## config.mk

```make
export PLATFORM = sky130hd
export DESIGN_NAME = can_tx_arbiter
export DESIGN_NICKNAME = d
export VERILOG_FILES = /design/src/rtl/can_pkg.sv /design/src/rtl/can_arb_pick.sv /design/src/rtl/can_tx_arbiter.sv
export SDC_FILE = /design/constraint.sdc
export NUM_CORES = 1
export LEC_CHECK = 0
export CAP_MARGIN = 0
export CORE_UTILIZATION = 36
export DETAILED_ROUTE_END_ITERATION = 8
export PLACE_DENSITY = 0.84
export SLEW_MARGIN = 20
export SYNTH_ARGS = -nofsm -noshare
export SYNTH_HDL_FRONTEND = slang
export SYNTH_SLANG_ARGS = --single-unit
```

## constraint.sdc

```tcl
create_clock -name clk -period 2.5 [get_ports clk]
set_input_delay 0.5 -clock clk [delete_from_list [all_inputs] [get_ports clk]]
set_output_delay 0.5 -clock clk [all_outputs]
set_load 0.03 [all_outputs]
```

## src/rtl/can_pkg.sv

```systemverilog
// ----------------------------------------------------------------------------
// can_pkg
// Definitions shared by the CAN TX arbiter and the CAN top.
//   CAN_DW      : tx_data width of the CAN top
//   arb_state_t : arbiter FSM states
//   idx_w(n)    : index width for n requesters, max(1, $clog2(n))
// ----------------------------------------------------------------------------
package can_pkg;

    localparam int CAN_DW = 32;

    typedef enum logic {
        IDLE  = 1'b0,
        GRANT = 1'b1
    } arb_state_t;

    function automatic int idx_w(input int n);
        return ($clog2(n) > 1) ? $clog2(n) : 1;
    endfunction

endpackage

```

## src/rtl/can_arb_pick.sv

```systemverilog
// ----------------------------------------------------------------------------
// can_arb_pick
// Combinational rotate-and-find-first. Returns the first set request bit at
// or after i_start, wrapping modulo NREQ. With i_fixed set the search starts
// at index 0 (lowest index wins).
// Ports:
//   i_req   : request vector
//   i_start : search start index (ignored when i_fixed)
//   i_fixed : fixed-priority select
//   o_any   : at least one request set
//   o_idx   : index of the chosen request (0 when none)
// ----------------------------------------------------------------------------
module can_arb_pick
    import can_pkg::*;
#(
    parameter int NREQ = 4,
    parameter int IW   = idx_w(NREQ)
) (
    input  logic [NREQ-1:0] i_req,
    input  logic [IW-1:0]   i_start,
    input  logic            i_fixed,
    output logic            o_any,
    output logic [IW-1:0]   o_idx
);

    int          w_base;
    int          w_pos;
    logic [IW-1:0] w_pos_idx;

    always_comb begin
        o_any     = 1'b0;
        o_idx     = '0;
        w_base    = i_fixed ? 0 : int'(i_start);
        w_pos     = 0;
        w_pos_idx = '0;
        for (int k = 0; k < NREQ; k++) begin
            // Wrap without a divider: base < NREQ and k < NREQ.
            w_pos = w_base + k;
            if (w_pos >= NREQ) w_pos = w_pos - NREQ;
            w_pos_idx = IW'(w_pos);
            if (!o_any && i_req[w_pos_idx]) begin
                o_any = 1'b1;
                o_idx = w_pos_idx;
            end
        end
    end

endmodule

```

## src/rtl/can_tx_arbiter.sv

```systemverilog
// ----------------------------------------------------------------------------
// can_tx_arbiter
// Shares the CAN controller's TX-buffer push port between NREQ requesters.
// A burst is granted (round-robin by default) and held until the grantee
// hands over a word with req_last or the burst reaches MAX_BURST words. One
// registered output stage feeds tx_valid/tx_data.
//
// Optional build macro:
//   CAN_TX_ARB_FIXED_PRIO_EN : lowest-index requester always wins; the
//                              round-robin pointer is held at 0.
//
// Ports:
//   clk, rst   : clock, synchronous active-high reset
//   req_valid  : per-requester word valid
//   req_last   : per-requester last word of burst
//   req_data   : requester i at bits [i*DW +: DW]
//   req_ready  : per-requester accept (only the grantee, combinational)
//   tx_valid   : output word valid (to CAN top)
//   tx_ready   : CAN TX FIFO not full
//   tx_data    : output word
//   busy       : a grant is held
//   grant_id   : current or last grantee
// ----------------------------------------------------------------------------
module can_tx_arbiter
    import can_pkg::*;
#(
    parameter int NREQ      = 4,
    parameter int DW        = CAN_DW,
    parameter int MAX_BURST = 8,
    localparam int IW       = idx_w(NREQ)
) (
    input  logic                 clk,
    input  logic                 rst,
    input  logic [NREQ-1:0]      req_valid,
    input  logic [NREQ-1:0]      req_last,
    input  logic [NREQ*DW-1:0]   req_data,
    output logic [NREQ-1:0]      req_ready,
    output logic                 tx_valid,
    input  logic                 tx_ready,
    output logic [DW-1:0]        tx_data,
    output logic                 busy,
    output logic [IW-1:0]        grant_id
);

    // Count value at which the handshake in flight is the final allowed word.
    localparam logic [7:0] BURST_LAST = 8'(MAX_BURST - 1);

`ifdef CAN_TX_ARB_FIXED_PRIO_EN
    localparam logic FIXED_PRIO = 1'b1;
`else
    localparam logic FIXED_PRIO = 1'b0;
`endif

    arb_state_t      r_state;
    arb_state_t      w_state_nxt;
    logic [IW-1:0]   r_grant_id;
    logic [IW-1:0]   r_rr_ptr;
    logic [7:0]      r_burst_cnt;
    logic            r_tx_valid;
    logic [DW-1:0]   r_tx_data;

    logic            w_pick_any;
    logic [IW-1:0]   w_pick_idx;
    logic            w_out_rdy;
    logic            w_hs;
    logic            w_rel;
    logic [DW-1:0]   w_sel_data;
    logic [IW-1:0]   w_ptr_nxt;

    can_arb_pick #(
        .NREQ (NREQ),
        .IW   (IW)
    ) u_pick (
        .i_req   (req_valid),
        .i_start (r_rr_ptr),
        .i_fixed (FIXED_PRIO),
        .o_any   (w_pick_any),
        .o_idx   (w_pick_idx)
    );

    // The output stage can take a word when empty or draining this cycle.
    assign w_out_rdy  = ~r_tx_valid | tx_ready;
    assign w_sel_data = req_data[int'(r_grant_id)*DW +: DW];
    assign w_ptr_nxt  = (r_grant_id == IW'(NREQ - 1)) ? '0 : r_grant_id + IW'(1);

    always_ff @(posedge clk) begin
        if (rst) r_state <= IDLE;
        else     r_state <= w_state_nxt;
    end

    always_comb begin
        w_state_nxt = r_state;
        req_ready   = '0;
        w_hs        = 1'b0;
        w_rel       = 1'b0;
        case (r_state)
            IDLE: begin
                if (w_pick_any) w_state_nxt = GRANT;
            end
            GRANT: begin
                req_ready[r_grant_id] = w_out_rdy;
                w_hs  = req_valid[r_grant_id] & w_out_rdy;
                w_rel = w_hs & (req_last[r_grant_id] | (r_burst_cnt == BURST_LAST));
                if (w_rel) w_state_nxt = IDLE;
            end
            default: w_state_nxt = IDLE;
        endcase
    end

    always_ff @(posedge clk) begin
        if (rst) begin
            r_grant_id  <= '0;
            r_rr_ptr    <= '0;
            r_burst_cnt <= '0;
            r_tx_valid  <= 1'b0;
            r_tx_data   <= '0;
        end else begin
            if (r_state == IDLE && w_pick_any) begin
                r_grant_id  <= w_pick_idx;
                r_burst_cnt <= '0;
            end
            if (w_hs) r_burst_cnt <= r_burst_cnt + 8'd1;
            if (w_rel) r_rr_ptr <= FIXED_PRIO ? '0 : w_ptr_nxt;

            // Load wins over drain, so back-to-back words keep tx_valid high.
            if (w_hs) begin
                r_tx_valid <= 1'b1;
                r_tx_data  <= w_sel_data;
            end else if (tx_ready) begin
                r_tx_valid <= 1'b0;
            end
        end
    end

    assign tx_valid = r_tx_valid;
    assign tx_data  = r_tx_data;
    assign busy     = (r_state == GRANT);
    assign grant_id = r_grant_id;

endmodule

```

* After elaboration in Yosys (flattened, before gate mapping)
Index checks and enable logic that the tools add are counted.
Word-level totals: bits in registers 46, input port bits 139
Operators by class: reduce and logical (&&, ||, !) cells 10, shifts and indexed selects 1, multiplexer cells 37, $lt $le $gt $ge 10, eq/ne operators 2, bitwise operators 7, add/subtract/negate cells 9
Operators by type and width (count):
- $shiftx 128x8->32 | 1
- $mux 2 | 9
- $mux 1 | 17
- $mux 8 | 2
- $lt 2x3->1 const B | 5
- $bmux 1 s2 | 6
- $ge 3x3->1 const B | 3
- $add 8x1->8 const B | 1
- $eq 8x3->1 const B | 1
- $sub 2x1->2 const B | 4
- $add 2x2->3 const B | 2
- $logic_and 1x1->1 | 5
- $and 4x4->4 | 1
- $mux 4 | 1
- $reduce_bool 2->1 | 2
- $add 2x1->3 const B | 1
- $ge 2x3->1 const B | 1
- $logic_not 1->1 | 3
- $add 2x1->2 const B | 1
- $and 1x1->1 | 2
- $demux 1 s2 | 1
- $eq 2x2->1 const B | 1
- $ge 2x1->1 const B | 1
- $not 1->1 | 2
- other kinds (2) | 3

* Longest topological paths before layout
depth in word-level cells 17, depth in mapped cells 7, gate-level depth less buffers 5

* Cells and area by module
A second synthesis with hierarchy kept.
Second synthesis, totals: cell total of the unflattened synthesis 320, area, all modules 2989.1 um^2
By module, submodules not included:
- can_tx_arbiter | area each 2628.8 um^2, seq. area each 920.9 um^2, cells an instance 270, instances 1
- can_arb_pick | area each 360.3 um^2, seq. area each 0.0 um^2, cells an instance 50, instances 1

* Least setup slack after synthesis
Ideal clock, no wire load.
path type register -> output, start point register r_grant_id[0] (netlist: grant_id[0]), end point output req_ready[0], arrival time 1793 ps, buffers on the path 2, stages on the path, launching flop included 6, setup slack 207 ps, cells stage by stage dfxtp_1 -> buf_6 -> buf_1 -> inv_1 -> ha_1 -> and3_1
On the way: longest elaborated chain between the ends 6, elaborated cells between the ends (all ways) 7
RTL lines:
- start: declaration | RTL line can_tx_arbiter.sv:56 | logic [IW-1:0] r_grant_id;
- start signal: assignment | RTL line can_tx_arbiter.sv:119 | r_grant_id <= w_pick_idx;
- $lt 2x3->1 (implied by the code) / $ge 2x1->1 (equally long branches) | RTL line can_tx_arbiter.sv:101 | req_ready[r_grant_id] = w_out_rdy;
- $logic_and 1x1->1 (implied by the code) | RTL line can_tx_arbiter.sv:101
- $mux 1 (implied by the code) | RTL line can_tx_arbiter.sv:101
- $demux 1 s2 * | RTL line can_tx_arbiter.sv:101
- $and 4x4->4 (no line) *
- $mux 4 * | RTL line can_tx_arbiter.sv:96 | case (r_state)
- end: declaration | RTL line can_tx_arbiter.sv:37 | output logic [NREQ-1:0] req_ready,
Every way passes the cells marked *; elsewhere a longest branch is shown, timed or not.

* Final worst setup path
start point register r_grant_id[1] (netlist: grant_id[1]), end point output grant_id[1]
RTL lines:
- end: declaration | RTL line can_tx_arbiter.sv:42 | output logic [IW-1:0] grant_id
No word-level cell between the ends.

==> run summary <==
Final Max Slew Viols -> 0
Synth Register Bits -> 46
Width of the chip -> 88.7 um
Hold path start -> tx_data[27]
WP data arrival -> 1.71 ns
Crit path buf inv count -> 1
CTS H-tree lvls -> 2
Antenna Nets Post-Route -> 0
Met3 WL -> 668 um
Depth of the worst register-to-register path -> 4
CTS resizes -> 0
Multi-input gate area -> 1660 um^2
Critical path type -> flop to output port
Syn Inst Count -> 281
Worst-path clk slew -> 0.09 ns
Final WS setup -> 0.288 ns
Worst R2R Setup Slack -> 0.59 ns
Initial core utilization -> 0.373
CP startpoint kind -> flop
Synth async-reset ratio -> 0
PD cells -> 428 nW/um^2
Fin cells -> 552
Worst min-delay path category -> flop to flop
Layout Nets -> 596
Ports -> 179
Core area -> 7250 um^2
TritonCTS Buffers -> 5
Time the worst path needs with I/O delays and setup -> 2.21 ns
Slowest stage delay, CP -> 0.76 ns
Vias/cell -> 5.06
Largest net degree at the start of global routing -> 29
Total congestion overflow -> 0
DR WL/cell -> 15.1 um
Maximum VDD drop -> 0.218 mV
Worst Setup Slack post-DPL -> 0.175 ns
Worst Tran Pin Value -> 0.503 ns
Slew margin rel. -> 0.665
Total Routing Usage GR -> 0.206
Tcrit/Tclk final -> 0.885
Max clock buf depth -> 2
First-pass GRT wire length -> 12400 um
Final WL -> 8340 um
Worst endpoint required time -> 2.00 ns
Antenna violations before repair -> 0
Share of cells above drive strength 1 -> 0.137
# setup viols final -> 0
Hold Path End -> tx_data[27]
Synth cell types -> 33
Total of max-cap violations -> 0
Detailed Place HPWL -> 6700 um
Crit path capture type -> output port
Leak pwr -> 1.59 nW
Drt first pass iters -> 5
Clock Sinks -> 46
Slowest CP cell -> clkdlybuf4s50_1
WHS Path Cells -> 2
Wl on met1 -> 3210 um
Die area -> 7870 um^2
Status -> finished clean
Max FO, Critical Path -> 20
IO Port Bufs -> 178
Via count -> 2794
DR WL met2 -> 4350 um
Highest routed metal layer -> met4
Yosys warns -> 0
Synthesized area -> 2710 um^2
EDFF count, synth -> 0
Vias in the first global route -> 2805
Placed Instances -> 544
Mapped Nets -> 425
Worst r2r src -> grant_id[1]
Fill cells -> 588
Root buffer cell -> clkbuf_8
Prevailing post-synth register cell -> dfxtp_1
RSZ-0062 raised after global routing -> no
Insertion delay to the later sink of the worst-skew pair -> 0.30 ns
# rows -> 31
Average size of a mapped cell -> 9.63 um^2
Final Skew -> 0.00958 ns
Final Hold Fails -> 0
Count of hold-fix buffers inserted at cts -> 0
Die height -> 88.7 um
Initial DRC count -> 119
Residual DRC count -> 0
Register area share after synthesis -> 0.340
Setup Fix Bufs, Post-CTS -> 0
Largest delay share family, worst path -> buffers and inverters
Number of diodes -> 0
Storage cell area -> 923 um^2
Cell breakdown of the critical path -> clkdlybuf4s50_1
CTS tree -> built
Fmax -> 452 MHz
Reg2reg end -> r_burst_cnt[7]
Setup TNS Final -> 0 ns
Gpl congestion -> 0.806
Layout Area Growth over Synthesis -> 72.2%
[worst register-to-register path, stage by stage (launching register included)]
cell and delay [ns]:
dfxtp_2 0.64, mux4_2 0.32, nand3_2 0.13, or4_1 0.52, a211oi_1 0.22
[per-stage QoR]
| stage | util | cell area [um^2] | total power, mW | hold slack (ns) |
|---|---|---|---|---|
| floorplan | - | 2710 | 1.19 | 0.461 |
| global placement | 0.630 | 4570 | 1.54 | 0.441 |
| detailed placement | 0.630 | 4570 | 1.56 | 0.445 |
| CTS | 0.642 | 4660 | 2.02 | 0.458 |
| global route | 0.642 | 4660 | 2.10 | 0.476 |
| finish | 0.642 | 4660 | 1.99 | 0.457 |
[final cells by class]
cell class	instances	area share
Timing Repair Buffer	187	0.396
Clock inverter	3	0.00456
Multi-Input combinational cell	209	0.357
Tap cell	99	0.0266
Clock buffer	5	0.0148
Sequential cell	46	0.198
Inverter	3	0.00242
[worst max-delay path by stage]
stage / slack [ns] / cells past startpoint / end / startpoint
floorplan: 0.21 / 5 / req_ready[0] / grant_id[0]
global placement: 0.20 / 5 / grant_id[0] / req_valid[0]
detailed placement: 0.17 / 6 / tx_data[6] / req_valid[0]
CTS: 0.25 / 1 / grant_id[1] / grant_id[1]
global route: 0.20 / 5 / req_ready[0] / grant_id[0]
finish: 0.29 / 1 / grant_id[1] / grant_id[1]
[cells in the final DEF (no fill, tap or decap), types with 2 or more instances in the layout]
cell type and count:
a21oi_1 39, a31oi_1 6, and3_1 5, buf_4 12, clkbuf_8 5, clkdlybuf4s50_1 173
dfxtp_1 44, dfxtp_2 2, ha_1 5, inv_1 3, mux2i_1 2, mux4_2 34
nand2_1 71, nand2b_1 5, nand3_1 11, nand3b_1 2, nor2_1 6, nor3_1 3
o31ai_1 2, or2_2 2, or3_1 4, or4_1 2
[power by group]
group,internal [mW],total (mW),leakage (nW),switching [mW]
sequential,0.780,0.816,0.376,0.0366
combinational,0.421,0.722,1.17,0.302
clock,0.197,0.454,0.0441,0.257
[cell usage after synthesis, drive strengths merged (2+ instances only)]
cell type	count	area share
or3	4	0.0092
a31oi	6	0.014
nand2	71	0.099
nand3	12	0.024
inv	3	0.0042
mux4	34	0.28
buf	13	0.026
nor2	6	0.0083
or2	2	0.0046
clkbuf	10	0.014
nor3	3	0.0055
a21oi	39	0.072
or4	2	0.0055
mux2i	2	0.0074
o31ai	2	0.0055
nand2b	5	0.012
and3	5	0.012
dfxtp	46	0.34
nand3b	2	0.0055
ha	5	0.023
[layer usage]
| layer | GRT usage | vias to the layer above |
|---|---|---|
| met1 | 0.226 | 1296 |
| met4 | 0.0557 | 0 |
| li1 | - | 1363 |
| met5 | 0 | - |
| met3 | 0.0550 | 9 |
| met2 | 0.387 | 126 |
[sequential cells by signal (all words and copies together) (netlist names)]
name	count
tx_data	32
r_burst_cnt	8
grant_id	2
r_rr_ptr	2
busy	1
tx_valid	1
[cells by family after synthesis]
kind of cell             count (synthesis)  share of synthesized area
adder cells (fa/ha/maj)                  5                     0.0231
buffers and inverters                   26                     0.0444
flip-flops                              46                      0.340
AND/OR/NAND/NOR                        117                      0.197
AO/OA/AOI/OAI                           50                      0.100
multiplexers                            37                      0.295
Note: power is estimated with default switching activity, not from simulation.
